<file path="src/rtl/fft_ctrl_pckg.sv">
// Shared types and defaults for the FFT frame controller.
package fft_ctrl_pckg;

  localparam int unsigned FFT_MEM_SIZE_DFLT = 1024;

  typedef enum logic [1:0] {
    IDLE    = 2'd0,
    LOAD    = 2'd1,
    COMPUTE = 2'd2,
    UNLOAD  = 2'd3
  } fft_ctrl_state_t;

endpackage

</file>
<file path="src/rtl/fft_rd_stage.sv">
// Output valid/last register stage that sits behind the registered result memory read.
module fft_rd_stage #(
  parameter int unsigned FFT_MEM_SIZE = 1024,
  parameter int unsigned ADDR_WDT     = $clog2(FFT_MEM_SIZE)
) (
  input  logic                clk,
  input  logic                rst_n,
  input  logic                issue_i,
  input  logic [ADDR_WDT-1:0] rd_addr_i,
  input  logic                ready_i,
  output logic                valid_o,
  output logic                last_o
);

  localparam logic [ADDR_WDT-1:0] LAST_ADDR = ADDR_WDT'(FFT_MEM_SIZE - 1);

  logic valid_q;
  logic last_q;

  // A new issue always refills the stage; otherwise it empties on a handshake.
  always_ff @(posedge clk or negedge rst_n) begin
    if (!rst_n) begin
      valid_q <= 1'b0;
      last_q  <= 1'b0;
    end else if (issue_i) begin
      valid_q <= 1'b1;
      last_q  <= (rd_addr_i == LAST_ADDR);
    end else if (ready_i) begin
      valid_q <= 1'b0;
      last_q  <= 1'b0;
    end
  end

  assign valid_o = valid_q;
  assign last_o  = last_q;

endmodule

</file>
<file path="src/rtl/fft_frame_ctrl.sv">
// Frame sequencer for an in-place FFT core: load a frame, trigger compute, stream results out.
// state   | meaning
// IDLE    | one cycle after reset
// LOAD    | accepting input samples into memory
// COMPUTE | waiting for fft_done from the core
// UNLOAD  | reading results out over the output stream
module fft_frame_ctrl
  import fft_ctrl_pckg::*;
#(
  parameter int unsigned FFT_MEM_SIZE = FFT_MEM_SIZE_DFLT,
  parameter int unsigned ADDR_WDT     = $clog2(FFT_MEM_SIZE)
) (
  input  logic                clk,
  input  logic                rst_n,
  input  logic                s_axis_tvalid,
  input  logic                s_axis_tlast,
  output logic                s_axis_tready,
  output logic                mem_wr_en,
  output logic [ADDR_WDT-1:0] mem_wr_addr,
  output logic                fft_start,
  input  logic                fft_done,
  output logic                mem_rd_en,
  output logic [ADDR_WDT-1:0] mem_rd_addr,
  output logic                m_axis_tvalid,
  output logic                m_axis_tlast,
  input  logic                m_axis_tready,
  output logic                busy,
  output logic                err_tlast,
  input  logic                clr_err,
  output logic [15:0]         frame_cnt
);

  localparam logic [ADDR_WDT-1:0] LAST_ADDR = ADDR_WDT'(FFT_MEM_SIZE - 1);
  localparam logic [ADDR_WDT:0]   RD_END    = (ADDR_WDT + 1)'(FFT_MEM_SIZE);

  fft_ctrl_state_t     state_q;
  logic [ADDR_WDT-1:0] wr_cnt_q;
  logic [ADDR_WDT:0]   rd_cnt_q;
  logic                fft_start_q;
  logic                err_q;
  logic [15:0]         frame_cnt_q;

  logic wr_hs;
  logic wr_final;
  logic rd_issue;
  logic frame_end;

  assign s_axis_tready = (state_q == LOAD);
  assign wr_hs         = s_axis_tvalid && s_axis_tready;
  assign wr_final      = wr_hs && (wr_cnt_q == LAST_ADDR);
  assign mem_wr_en     = wr_hs;
  assign mem_wr_addr   = wr_cnt_q;

  // rd_cnt is one bit wider so it can sit at FFT_MEM_SIZE once every read is issued.
  assign rd_issue    = (state_q == UNLOAD) && (rd_cnt_q < RD_END) &&
                       (!m_axis_tvalid || m_axis_tready);
  assign mem_rd_en   = rd_issue;
  assign mem_rd_addr = rd_cnt_q[ADDR_WDT-1:0];
  assign frame_end   = (state_q == UNLOAD) && m_axis_tvalid && m_axis_tready && m_axis_tlast;

  always_ff @(posedge clk or negedge rst_n) begin
    if (!rst_n) begin
      state_q     <= IDLE;
      wr_cnt_q    <= '0;
      rd_cnt_q    <= '0;
      fft_start_q <= 1'b0;
      err_q       <= 1'b0;
      frame_cnt_q <= '0;
    end else begin
      fft_start_q <= 1'b0;
      if (clr_err) err_q <= 1'b0;
      case (state_q)
        IDLE: state_q <= LOAD;
        LOAD: begin
          if (wr_final) begin
            state_q     <= COMPUTE;
            fft_start_q <= 1'b1;
            wr_cnt_q    <= '0;
            if (!s_axis_tlast) err_q <= 1'b1;
          end else if (wr_hs && s_axis_tlast) begin
            err_q    <= 1'b1;
            wr_cnt_q <= '0;
          end else if (wr_hs) begin
            wr_cnt_q <= wr_cnt_q + ADDR_WDT'(1);
          end
        end
        COMPUTE: begin
          if (fft_done) begin
            state_q  <= UNLOAD;
            rd_cnt_q <= '0;
          end
        end
        UNLOAD: begin
          if (rd_issue) rd_cnt_q <= rd_cnt_q + (ADDR_WDT + 1)'(1);
          if (frame_end) begin
            state_q     <= LOAD;
            frame_cnt_q <= frame_cnt_q + 16'd1;
            wr_cnt_q    <= '0;
            rd_cnt_q    <= '0;
          end
        end
        default: state_q <= IDLE;
      endcase
    end
  end

  fft_rd_stage #(
    .FFT_MEM_SIZE (FFT_MEM_SIZE),
    .ADDR_WDT     (ADDR_WDT)
  ) u_rd_stage (
    .clk       (clk),
    .rst_n     (rst_n),
    .issue_i   (rd_issue),
    .rd_addr_i (rd_cnt_q[ADDR_WDT-1:0]),
    .ready_i   (m_axis_tready),
    .valid_o   (m_axis_tvalid),
    .last_o    (m_axis_tlast)
  );

  assign fft_start = fft_start_q;
  assign busy      = (state_q != IDLE);
  assign err_tlast = err_q;
  assign frame_cnt = frame_cnt_q;

endmodule

</file>
<file path="config.mk">
export PLATFORM = sky130hd
export DESIGN_NAME = fft_frame_ctrl
export DESIGN_NICKNAME = d
export VERILOG_FILES = /design/src/rtl/fft_ctrl_pckg.sv /design/src/rtl/fft_rd_stage.sv /design/src/rtl/fft_frame_ctrl.sv
export SDC_FILE = /design/constraint.sdc
export NUM_CORES = 1
export LEC_CHECK = 0
export CORE_MARGIN = 2
export CORE_UTILIZATION = 50
export CTS_BUF_LIST = sky130_fd_sc_hd__clkbuf_4 sky130_fd_sc_hd__clkbuf_8 sky130_fd_sc_hd__clkbuf_16
export CTS_CLUSTER_DIAMETER = 40
export DETAILED_ROUTE_END_ITERATION = 8
export PLACE_DENSITY_LB_ADDON = 0.1
export SLEW_MARGIN = 20
export SYNTH_ARGS = -nofsm -noshare
export SYNTH_HDL_FRONTEND = slang
export SYNTH_SLANG_ARGS = --single-unit
</file>
<file path="constraint.sdc">
create_clock -name clk -period 5.9 [get_ports clk]
set_input_delay 1.18 -clock clk [delete_from_list [all_inputs] [get_ports clk]]
set_output_delay 1.18 -clock clk [all_outputs]
set_load 0.01 [all_outputs]
</file>
==> metrics.md, run 1 <==
| Metric | Value |
|---|---|
| Maximum vdd drop | `0.0001873 V` |
| Top Ports | `51` |
| Arrival @ worst endpoint | `2.53 ns` |
| Data required time of the worst path | `4.72 ns` |
| Sum of negative setup slack | `0 ns` |
| Pin count of the biggest net entering global routing | `44` |
| Via count | `1869` |
| Combinational group share of total power | `9.0%` |
| Standard cell with the maximum stage delay on the critical path | `clkdlybuf4s50_1` |
| Initial antenna violation count | `0` |
| Maximum clock frequency | `~270 MHz` |
| Portion of total power attributed to sequential cells | `51.9%` |
| CP most frequent cell | `clkdlybuf4s50_1` |
| Weighted congestion at the end of routability-driven global placement | `~0.77` |
| Clock tree root buffer cell | `clkbuf_8` |
| Period utilisation layout | `62.92%` |
| Period minus WS final | `3.712 ns` |
| Post-Synthesis Cell Area | `between 0.002 and 0.0025 mm2` |
| Antenna-violating nets left | `0` |
| Deepest clock path buffer count | `2` |
| Pleak | `0.001238 uW` |
| PortBufs | `50` |
| Highest fanout seen on the critical path | `6` |
| Ratio of cells with drive above 1 in the final layout | `4.745%` |
| Resized Gates After CTS | `0` |
| Crit end category | `output port` |
| Synthesized instance count | `between 200 and 250` |
| Die Wd | `71.08 um` |
| Area of the core region | `0.004354 mm2` |
| Vias in the first global route | `1789` |
| Post-synthesis net count | `around 250` |
| Relative max-transition margin | `between 30% and 40%` |
| H-tree levels | `2` |
| Post-route total power | `608.8 uW` |
| Internal power contribution | `~470 uW` |
| Clock net sink count | `43` |
| Total detailed-routing wirelength | `~4.6 mm` |
| Result of the run | `completed` |
| Setup-failing EPs final | `0` |
| Max-cap viol count | `0` |
| Routed wire length per instance | `14.09 um` |
| Critical path startpoint category | `primary input` |
| Die outline area | `0.005052 mm2` |
| Clk slew on worst S/H paths | `0.08 ns` |
| Switching power share of the total | `23.01%` |
| CP Class | `primary input to output port` |
| Cell count after placement | `318` |
| Count of final hold-check violations | `0` |
| Post-detailed-route via-to-cell ratio | `5.733` |
| Diode count | `0` |
| Slew at the pin closest to its max-slew limit | `0.9460 ns` |
| First-pass iteration count of the detailed router | `4` |
| Delay of the slowest critical-path stage | `0.56 ns` |
| Unrepaired setup endpoints after global routing | `false` |
| Total number of yosys warnings | `0` |
| Chain of cells forming the critical path | `clkdlybuf4s50_1 > nor2b_1 > nor2_1 > clkdlybuf4s50_1` |
| Row Count | `24` |
| Sequential cell area fraction in the yosys report | `between 40 and 50%` |
| Die Ht | `71.08 um` |
| Global routing usage summed across all routing layers | `19.74%` |
| Power density over the cells | `214.9 mW/mm2` |
| Clk network pwr share | `39.1%` |
| Initial core utilization | `51.67%` |
| Post-CTS Setup Inserts | `0` |
| Global-route wire length before repair | `7.969 mm` |
| Clock Latency Late Sink | `~0.29 ns` |
| Path type of the worst min-delay path | `flop to flop` |
| Total of flip-flops plus latches after synthesis | `43` |
| Syn Area/Cell | `slightly below 10 um2` |
| Post-detail-place hpwl | `3.280 mm` |
| Switching power summed over all nets | `around 140 uW` |
| Total CTS buffers | `5` |
| Overflow left after global routing | `0` |
| DRC violation count after routing | `0` |
| Final non-filler cell total | `326` |
| Max Slew Vio Count | `0` |
| Number of nets in the layout | `287` |
| Cell depth of the worst min-delay path | `1` |
| Post-route clock skew | `0.004405 ns` |
| Path depth of the worst reg2reg path | `5` |
| Clock tree from TritonCTS | `done` |
| Number of violations reported at the end of detailed-routing iteration 0 | `75` |
| Unique masters post-synth | `32` |
| Post-CTS Hold Buffers | `0` |
| Signed area change from the synthesized netlist to the final layout | `25.92%` |
-- worst paths after layout --
path | start | endpoint | slack (ns)
worst max-delay path | m_axis_tready | mem_rd_en | 2.19
worst min-delay path | frame_cnt[15] | frame_cnt[15] | 0.48
worst max register to register | state_q[1] | rd_cnt_q[9] | 3.41
worst min register to register | frame_cnt[15] | frame_cnt[15] | 0.48
max in group asynchronous | rst_n | mem_wr_addr[5] | 4.29
min in group asynchronous | rst_n | rd_cnt_q[3] | 1.02
-- cell usage after synthesis (all sizes together) --
master,n,area share (%)
a21o,3,1.0
nor3,2,0.44
mux2,2,1.0
and3,8,2.2
nand4,9,2.5
ha,7,3.9
nand3,16,3.6
mux2i,1,0.44
and2,3,0.83
buf,11,3.6
a211oi,3,1.2
inv,8,1.3
a211o,1,0.39
o21ai,13,2.9
xnor2,16,6.2
clkbuf,4,0.67
nor2,8,1.3
a31o,1,0.39
or3,7,1.9
nand2b,4,1.1
nand3b,1,0.33
o31ai,5,1.7
nand2,22,3.7
and4,5,1.9
nor2b,3,0.83
dfrtp,43,48
or4,6,2.0
xor2,2,0.78
a21oi,16,3.6
o221ai,1,0.39
-- sequential cells by signal, summed over array words and instances (netlist names) --
register and count:
u_rd_stage.last_o 1, mem_wr_addr 10, state_q 2, u_rd_stage.valid_o 1
fft_start 1, rd_cnt_q 11, frame_cnt 16, err_tlast 1
-- metrics by stage --
step / utilization, % / worst slack, ns / cell area, um2 / hold WS, ns
3_5_place_dp: 62.36 / 2.185 / 2715 / 0.4652
2_1_floorplan: - / 3.269 / 2250 / 0.4761
3_3_place_gp: 62.36 / 2.196 / 2715 / 0.4624
6_report: 65.06 / 2.188 / 2833 / 0.4796
4_1_cts: 65.06 / 2.177 / 2833 / 0.4811
5_1_grt: 65.06 / 2.071 / 2833 / 0.4939
-- per-layer routing --
| layer | routed length, um | up-vias | track usage, % |
|---|---|---|---|
| li1 | - | 903 | - |
| met1 | 2125 | 907 | 24.82 |
| met2 | 2167 | 53 | 32.40 |
| met3 | 244 | 6 | 5.556 |
| met4 | 57 | 0 | 7.547 |
| met5 | 0 | - | 0 |
-- worst max-delay path, delay by kind of cell --
family        cells  cell delay, ns
buf+inv           2            1.10
simple gates      2            0.25
-- cell families (layout without fill, tap and decap cells) --
logic type | after synthesis | in the layout | synth area share, %
xor+xnor | 18 | 18 | 7.008
compound gates | 43 | 43 | 11.51
mux | 3 | 3 | 1.446
simple gates | 94 | 94 | 22.75
fa+ha+maj | 7 | 7 | 3.893
buf+inv | 23 | 66 | 5.561
flops | 43 | 43 | 47.83
-- area by class of cell --
type,count,area (um2)
fill,378,1521
sequential,43,1076
multi-input combinational,165,1049
timing repair buffer,50,495.5
clock buffer,6,82.58
tap,52,65.06
clock inverter,2,35.03
inverter,8,30.03
-- layout by cell type (no fill, tap or decap), drive strengths merged, types with 7 or more instances in the layout --
master         count
nand4              9
nor2               8
nand3             16
dfrtp             43
xnor2             16
clkdlybuf4s50     49
or3                7
inv                8
and3               8
ha                 7
nand2             22
a21oi             16
o21ai             13
-- power by group through the flow --
stage	combinational [uW]	sequential, uW	clock (uW)
after floorplan	19.6	323	0
after global placement	55.7	322	0
after detailed placement	56.2	322	0
after CTS	56.2	316	243
after global routing	62.3	319	253
final	55.0	316	238
No activity file was read; power rests on OpenSTA's default activity.
==> run 2: changes to the inputs <==
Settings changed: CORE_UTILIZATION 50 to 45.
Clock period 5.9 ns to 3.04 ns, I/O delays scaled along.
==> run 2 against run 1 <==
Compared with the run above:
- clock-buffer cell count stayed put
- worst setup slack worse by 1.7 ns
- first-iteration DRC count is 43% higher
- power is 94% higher
- cell area is 1.5% higher
- highest routed layer unchanged
==> metrics.md, run 2 (same netlist as run 1, synthesis figures left out) <==
| Metric | Value |
|---|---|
| Maximum clock frequency | `385.2 MHz` |
| Last element of the critical path | `mem_rd_en (unchanged)` |
| Die Ht | `74.71 um (was 71.08 um)` |
| Deepest clock path buffer count | `2 (unchanged)` |
| Top Ports | `51 (unchanged)` |
| Delay of the slowest critical-path stage | `0.58 ns (was 0.56 ns)` |
| Clk slew on worst S/H paths | `0.08 ns (about the same)` |
| Clk network pwr share | `38.9% (was 39.1%)` |
| Design Area, Final | `0.002874 mm2 (was 0.002833 mm2)` |
| Path type of the worst min-delay path | `primary input to asynchronous set/reset pin (was flop to flop)` |
| Count of final hold-check violations | `0 (unchanged)` |
| Largest delay contributor family on the critical path | `buffers and inverters (unchanged)` |
| Switching power summed over all nets | `268.3 uW (was 140.1 uW)` |
| Number of violations reported at the end of detailed-routing iteration 0 | `107 (was 75)` |
| Highest fanout seen on the critical path | `6 (unchanged)` |
| Post-CTS Setup Inserts | `0 (unchanged)` |
| Clock tree from TritonCTS | `done (unchanged)` |
| Signed area change from the synthesized netlist to the final layout | `27.75% (was 25.92%)` |
| RR Startpoint | `state_q[0] (was state_q[1])` |
| Flip-flop count of the largest register after layout | `16 (unchanged)` |
| Worst setup path start | `m_axis_tready (unchanged)` |
| Total of fill cells in the finished design | `439 (was 378)` |
| Pin count of the biggest net entering global routing | `44 (unchanged)` |
| Period utilisation layout | `85.40%` |
| Row Count | `25 (was 24)` |
| Portion of total power attributed to sequential cells | `52.1% (was 51.9%)` |
| Ratio of cells with drive above 1 in the final layout | `5.776% (was 4.745%)` |
| Placed cell areas | `0.002756 mm2 (was 0.002715 mm2)` |
| Via count | `1781 (was 1869)` |
| Weighted congestion at the end of routability-driven global placement | `0.7806 (was 0.7722)` |
| Global routing usage summed across all routing layers | `17.74% (was 19.74%)` |
| Highest-count cells in the layout ignoring fill and taps | `49 x clkdlybuf4s50_1, 43 x dfrtp_1, 22 x nand2_1 (unchanged)` |
| Crit end category | `output port (unchanged)` |
| Result of the run | `completed (unchanged)` |
| Standard cell with the maximum stage delay on the critical path | `clkdlybuf4s50_1 (unchanged)` |
| Pleak | `0.001253 uW (was 0.001238 uW)` |
| Die outline area | `0.005581 mm2 (was 0.005052 mm2)` |
| Initial antenna violation count | `0 (unchanged)` |
| Diode count | `0 (unchanged)` |
| Global-route wire length before repair | `7.659 mm (was 7.969 mm)` |
| Post-detailed-route via-to-cell ratio | `5.177 (was 5.733)` |
| PortBufs | `50 (unchanged)` |
| CP most frequent cell | `clkdlybuf4s50_1 (unchanged)` |
| Post-CTS Hold Buffers | `0 (unchanged)` |
| Max Slew Vio Count | `0 (unchanged)` |
| Arrival @ worst endpoint | `1.99 ns (was 2.53 ns)` |
| Unrepaired setup endpoints after global routing | `false (unchanged)` |
| Total CTS buffers | `5 (unchanged)` |
| Routed wire length per instance | `13.07 um (was 14.09 um)` |
| Initial core utilization | `47.01% (was 51.67%)` |
| Reg2reg end | `rd_cnt_q[9] (unchanged)` |
| Data required time of the worst path | `2.43 ns (was 4.72 ns)` |
| Slew at the pin closest to its max-slew limit | `0.9582 ns (was 0.9460 ns)` |
| Clock Latency Late Sink | `0.29 ns (about the same)` |
| Internal power contribution | `909.9 uW (was 468.7 uW)` |
| Sum of negative setup slack | `0 ns (unchanged)` |
| Number of nets in the layout | `290 (was 287)` |
| Critical path startpoint category | `primary input (unchanged)` |
| Most frequent standard cell in the layout excluding fill and tap cells | `clkdlybuf4s50_1 (unchanged)` |
| Total detailed-routing wirelength | `4.496 mm (was 4.593 mm)` |
| Combinational group share of total power | `9.0% (about the same)` |
| Power density over the cells | `410.0 mW/mm2 (was 214.9 mW/mm2)` |
| Vias in the first global route | `1684 (was 1789)` |
| CP Class | `primary input to output port (unchanged)` |
| Minimum setup slack among reg-to-reg paths | `0.79 ns (was 3.41 ns)` |
| Chain of cells forming the critical path | `clkdlybuf4s50_1 > nor2b_1 > nor2_1 > clkdlybuf4s50_1 (unchanged)` |
| Overflow left after global routing | `0 (unchanged)` |
| Clock tree root buffer cell | `clkbuf_8 (unchanged)` |
| Worst path depth | `4 (unchanged)` |
| Max-cap viol count | `0 (unchanged)` |
| Path depth of the worst reg2reg path | `6 (was 5)` |
| Post-detail-place hpwl | `3.228 mm (was 3.280 mm)` |
| Relative max-transition margin | `36.12% (was 36.93%)` |
| DRC violation count after routing | `0 (unchanged)` |
| Area of the core region | `0.004786 mm2 (was 0.004354 mm2)` |
| Die Wd | `74.71 um (was 71.08 um)` |
| H-tree levels | `2 (unchanged)` |
| Switching power share of the total | `22.78% (was 23.01%)` |
| Setup-failing EPs final | `0 (unchanged)` |
| Resized Gates After CTS | `0 (unchanged)` |
| Clock net sink count | `43 (unchanged)` |
| Antenna-violating nets left | `0 (unchanged)` |
| First-pass iteration count of the detailed router | `4 (unchanged)` |
| Post-route clock skew | `0.005782 ns (was 0.004405 ns)` |
| Period minus WS final | `2.596 ns` |
| Worst slack on hold paths | `0.4617 ns (was 0.4796 ns)` |
| Maximum vdd drop | `0.0002091 V (was 0.0001873 V)` |
| Crit path buffers/inverters | `2 (unchanged)` |
run 2: cell types whose count changed in the layout (fill, tap and decap cells not counted), sizes merged:
| cell | delta |
|---|---|
| buf | +3 |
run 2: how the worst min path moves through the flow:
stage | startpoint | endpoint | slack (ns) | cells after the start
floorplan | rst_n | err_tlast | 0.31 | 0
global placement | frame_cnt[15] | frame_cnt[15] | 0.46 | 1
detailed placement | frame_cnt[15] | frame_cnt[15] | 0.47 | 1
CTS | frame_cnt[15] | frame_cnt[15] | 0.48 | 1
global route | frame_cnt[15] | frame_cnt[15] | 0.49 | 1
finish | rst_n | state_q[1] | 0.46 | 1
run 2: power by group through the flow:
stage	Combinational, uW	Sequential, uW	Clock [uW]
finish	106	614	458
global route	121	617	497
CTS	109	615	473
detailed placement	109	626	0
global placement	109	625	0
floorplan	38.1	628	0
run 2: layer usage:
layer | share of wire (%) | track usage [%]
met1 | 47 | 22.75
met5 | 0 | 0
met3 | 5.2 | 5.221
met4 | 1.1 | 4.762
met2 | 47 | 29.50
run 2: through the flow:
step / worst slack (ns) / util, % / instances / total power, uW
final: 0.4438 / 60.05 / 344 / 1178
after global routing: 0.3844 / 60.05 / 344 / 1236
after CTS: 0.4350 / 60.05 / 344 / 1197
after detailed placement: 0.4282 / 57.59 / 336 / 734.9
after global placement: 0.4463 / 57.59 / 336 / 733.3
after floorplan: 0.9863 / - / 231 / 665.7
run 2: area by class of cell:
| class | count | area (um2) | area share (%) |
|---|---|---|---|
| inverters | 8 | 30.03 | 1.045 |
| well taps | 67 | 83.83 | 2.917 |
| flip-flops and latches | 43 | 1076 | 37.44 |
| multi-input cells | 165 | 1049 | 36.48 |
| clock inverters | 2 | 35.03 | 1.219 |
| repair buffers | 53 | 518.0 | 18.02 |
| clock buffers | 6 | 82.58 | 2.873 |
run 2: worst register-to-register path, cell delays in order (launching register included):
cell and delay (ns):
dfrtp_1 0.40, ha_1 0.16, buf_4 0.20, nand2b_1 0.13, or4_1 0.64, or4_1 0.50
a21oi_1 0.14
==> run 3: changes to the inputs <==
Settings changed: CORE_MARGIN 2 to not set.
==> run 3 against run 2 <==
Compared with the run above:
- via count is 2.2% higher
- sequential cell count did not move
- first-iteration DRC count is 51% lower
- clock power about the same
- largest cell class unchanged
- critical path depth did not move
- critical path type unchanged
- combinational power grew 5%
- largest power group unchanged
- worst hold slack got worse by 0.18 ns
- sequential power is essentially flat
- fmax is 0.14% higher
- worst setup slack gained 0.0036 ns
==> metrics.md, run 3 (same netlist as run 1, synthesis figures left out) <==
| Metric | Value |
|---|---|
| Result of the run | `completed (unchanged)` |
| Via count | `1821 (was 1781)` |
| Critical path startpoint category | `primary input (unchanged)` |
| Deepest clock path buffer count | `2 (unchanged)` |
| Top Ports | `51 (unchanged)` |
| Antenna-violating nets left | `0 (unchanged)` |
| Clock Latency Late Sink | `0.29 ns (about the same)` |
| Placed cell areas | `0.002756 mm2 (unchanged)` |
| Ratio of cells with drive above 1 in the final layout | `6.115% (was 5.776%)` |
| Post-CTS Setup Inserts | `0 (unchanged)` |
| Die Ht | `72.71 um (was 74.71 um)` |
| Path type of the worst min-delay path | `primary input to asynchronous set/reset pin (unchanged)` |
| Row Count | `25 (unchanged)` |
| Pleak | `0.001266 uW (was 0.001253 uW)` |
| Global-route wire length before repair | `7.417 mm (was 7.659 mm)` |
| Routed wire length per instance | `12.87 um (was 13.07 um)` |
| Post-route clock skew | `0.009057 ns (was 0.005782 ns)` |
| Power density over the cells | `408.9 mW/mm2 (was 410.0 mW/mm2)` |
| Clock tree from TritonCTS | `done (unchanged)` |
| Vias in the first global route | `1613 (was 1684)` |
| Highest-count cells in the layout ignoring fill and taps | `49 x clkdlybuf4s50_1, 43 x dfrtp_1, 22 x nand2_1 (unchanged)` |
| Setup-failing EPs final | `0 (unchanged)` |
| H-tree levels | `2 (unchanged)` |
| Highest fanout seen on the critical path | `6 (unchanged)` |
| Pin count of the biggest net entering global routing | `44 (unchanged)` |
| Die Wd | `72.71 um (was 74.71 um)` |
| Design Area, Final | `0.002902 mm2 (was 0.002874 mm2)` |
| Crit path buffers/inverters | `2 (unchanged)` |
| Post-detailed-route via-to-cell ratio | `5.278 (was 5.177)` |
| First-pass iteration count of the detailed router | `5 (was 4)` |
| Diode count | `0 (unchanged)` |
| Flip-flop count of the largest register after layout | `16 (unchanged)` |
| Standard cell with the maximum stage delay on the critical path | `clkdlybuf4s50_1 (unchanged)` |
| Signed area change from the synthesized netlist to the final layout | `28.98% (was 27.75%)` |
| Post-detail-place hpwl | `3.156 mm (was 3.228 mm)` |
| Post-route total power | `1187 uW (was 1178 uW)` |
| CP most frequent cell | `clkdlybuf4s50_1 (unchanged)` |
| Total detailed-routing wirelength | `4.439 mm (was 4.496 mm)` |
| Final worst setup slack | `0.4473 ns (was 0.4438 ns)` |
| Total CTS buffers | `5 (unchanged)` |
| Overflow left after global routing | `0 (unchanged)` |
| Relative max-transition margin | `64.82% (was 36.12%)` |
| Resized Gates After CTS | `0 (unchanged)` |
| Initial antenna violation count | `0 (unchanged)` |
| Number of violations reported at the end of detailed-routing iteration 0 | `52 (was 107)` |
| Maximum clock frequency | `385.7 MHz (was 385.2 MHz)` |
| Crit end category | `output port (unchanged)` |
| Period minus WS final | `2.593 ns (was 2.596 ns)` |
| Delay of the slowest critical-path stage | `0.56 ns (was 0.58 ns)` |
| Area of the core region | `0.004755 mm2 (was 0.004786 mm2)` |
| Slew at the pin closest to its max-slew limit | `0.5277 ns (was 0.9582 ns)` |
| Arrival @ worst endpoint | `1.98 ns (was 1.99 ns)` |
| Period utilisation layout | `85.28% (was 85.40%)` |
| Clock net sink count | `43 (unchanged)` |
| Initial core utilization | `47.32% (was 47.01%)` |
| Clock tree root buffer cell | `clkbuf_8 (unchanged)` |
| Unrepaired setup endpoints after global routing | `false (unchanged)` |
| Count of final hold-check violations | `0 (unchanged)` |
| CP Class | `primary input to output port (unchanged)` |
| Maximum vdd drop | `0.0002344 V (was 0.0002091 V)` |
| Clk slew on worst S/H paths | `0.08 ns (about the same)` |
| Most frequent standard cell in the layout excluding fill and tap cells | `clkdlybuf4s50_1 (unchanged)` |
| PortBufs | `50 (unchanged)` |
| Largest delay contributor family on the critical path | `buffers and inverters (unchanged)` |
| Max-cap viol count | `0 (unchanged)` |
| Core Util, Final | `61.03% (was 60.05%)` |
| Weighted congestion at the end of routability-driven global placement | `0.7971 (was 0.7806)` |
| DRC violation count after routing | `0 (unchanged)` |
| Die outline area | `0.005286 mm2 (was 0.005581 mm2)` |
| Max Slew Vio Count | `0 (unchanged)` |
| Data required time of the worst path | `2.43 ns (about the same)` |
| Sum of negative setup slack | `0 ns (unchanged)` |
| Global routing usage summed across all routing layers | `18.14% (was 17.74%)` |
| Chain of cells forming the critical path | `clkdlybuf4s50_1 > nor2b_1 > nor2_1 > clkdlybuf4s50_1 (unchanged)` |
| Number of nets in the layout | `291 (was 290)` |
| Post-CTS Hold Buffers | `0 (unchanged)` |
| Worst slack at placement | `0.4088 ns (was 0.4282 ns)` |
-- run 3: cell types whose count changed in the layout (fill, tap and decap cells not counted) --
cell	previous run	this run
buf_16	0	1
-- run 3: through the flow --
stage | instances | hold slack (ns)
global placement | 336 | 0.4627
floorplan | 231 | 0.3124
global route | 345 | 0.3219
finish | 345 | 0.2811
CTS | 344 | 0.4791
detailed placement | 336 | 0.4651
-- run 3: path summary, 6_finish.rpt --
kind | slack (ns) | cells past startpoint | endpoint | start
min in group clk | 0.47 | 1 | frame_cnt[15] | frame_cnt[15]
hold reg to reg | 0.47 | 1 | frame_cnt[15] | frame_cnt[15]
max in group asynchronous | 2.27 | 2 | frame_cnt[5] | rst_n
setup / recovery | 0.45 | 4 | mem_rd_en | m_axis_tready
hold / removal | 0.28 | 1 | rd_cnt_q[2] | rst_n
setup reg to reg | 0.81 | 6 | rd_cnt_q[9] | state_q[0]
-- run 3: cell type report --
type / instances / area [um2]
Inverter: 8 / 30.03
Tap cell: 67 / 83.83
Sequential cell: 43 / 1076
Fill cell: 429 / 1853
Multi-Input combinational cell: 165 / 1049
Clock inverter: 2 / 35.03
Clock buffer: 6 / 82.58
Timing Repair Buffer: 54 / 545.5
-- run 3: where the power goes --
| part | total, uW | leakage (uW) | internal, uW | switching (uW) |
|---|---|---|---|---|
| sequential | 614 | 0.000590 | 588 | 26.1 |
| combinational | 111 | 0.000615 | 59.3 | 51.7 |
| clock | 461 | 0.0000612 | 266 | 195 |
| total | 1190 | 0.00127 | 913 | 273 |
-- run 3: layer usage --
layer | part of all wire, % | track usage (%) | up-vias
li1 | - | - | 904
met1 | 47 | 23.32 | 875
met2 | 47 | 29.80 | 38
met3 | 4.3 | 4.144 | 4
met4 | 1.0 | 6.972 | 0
met5 | 0 | 0 | -
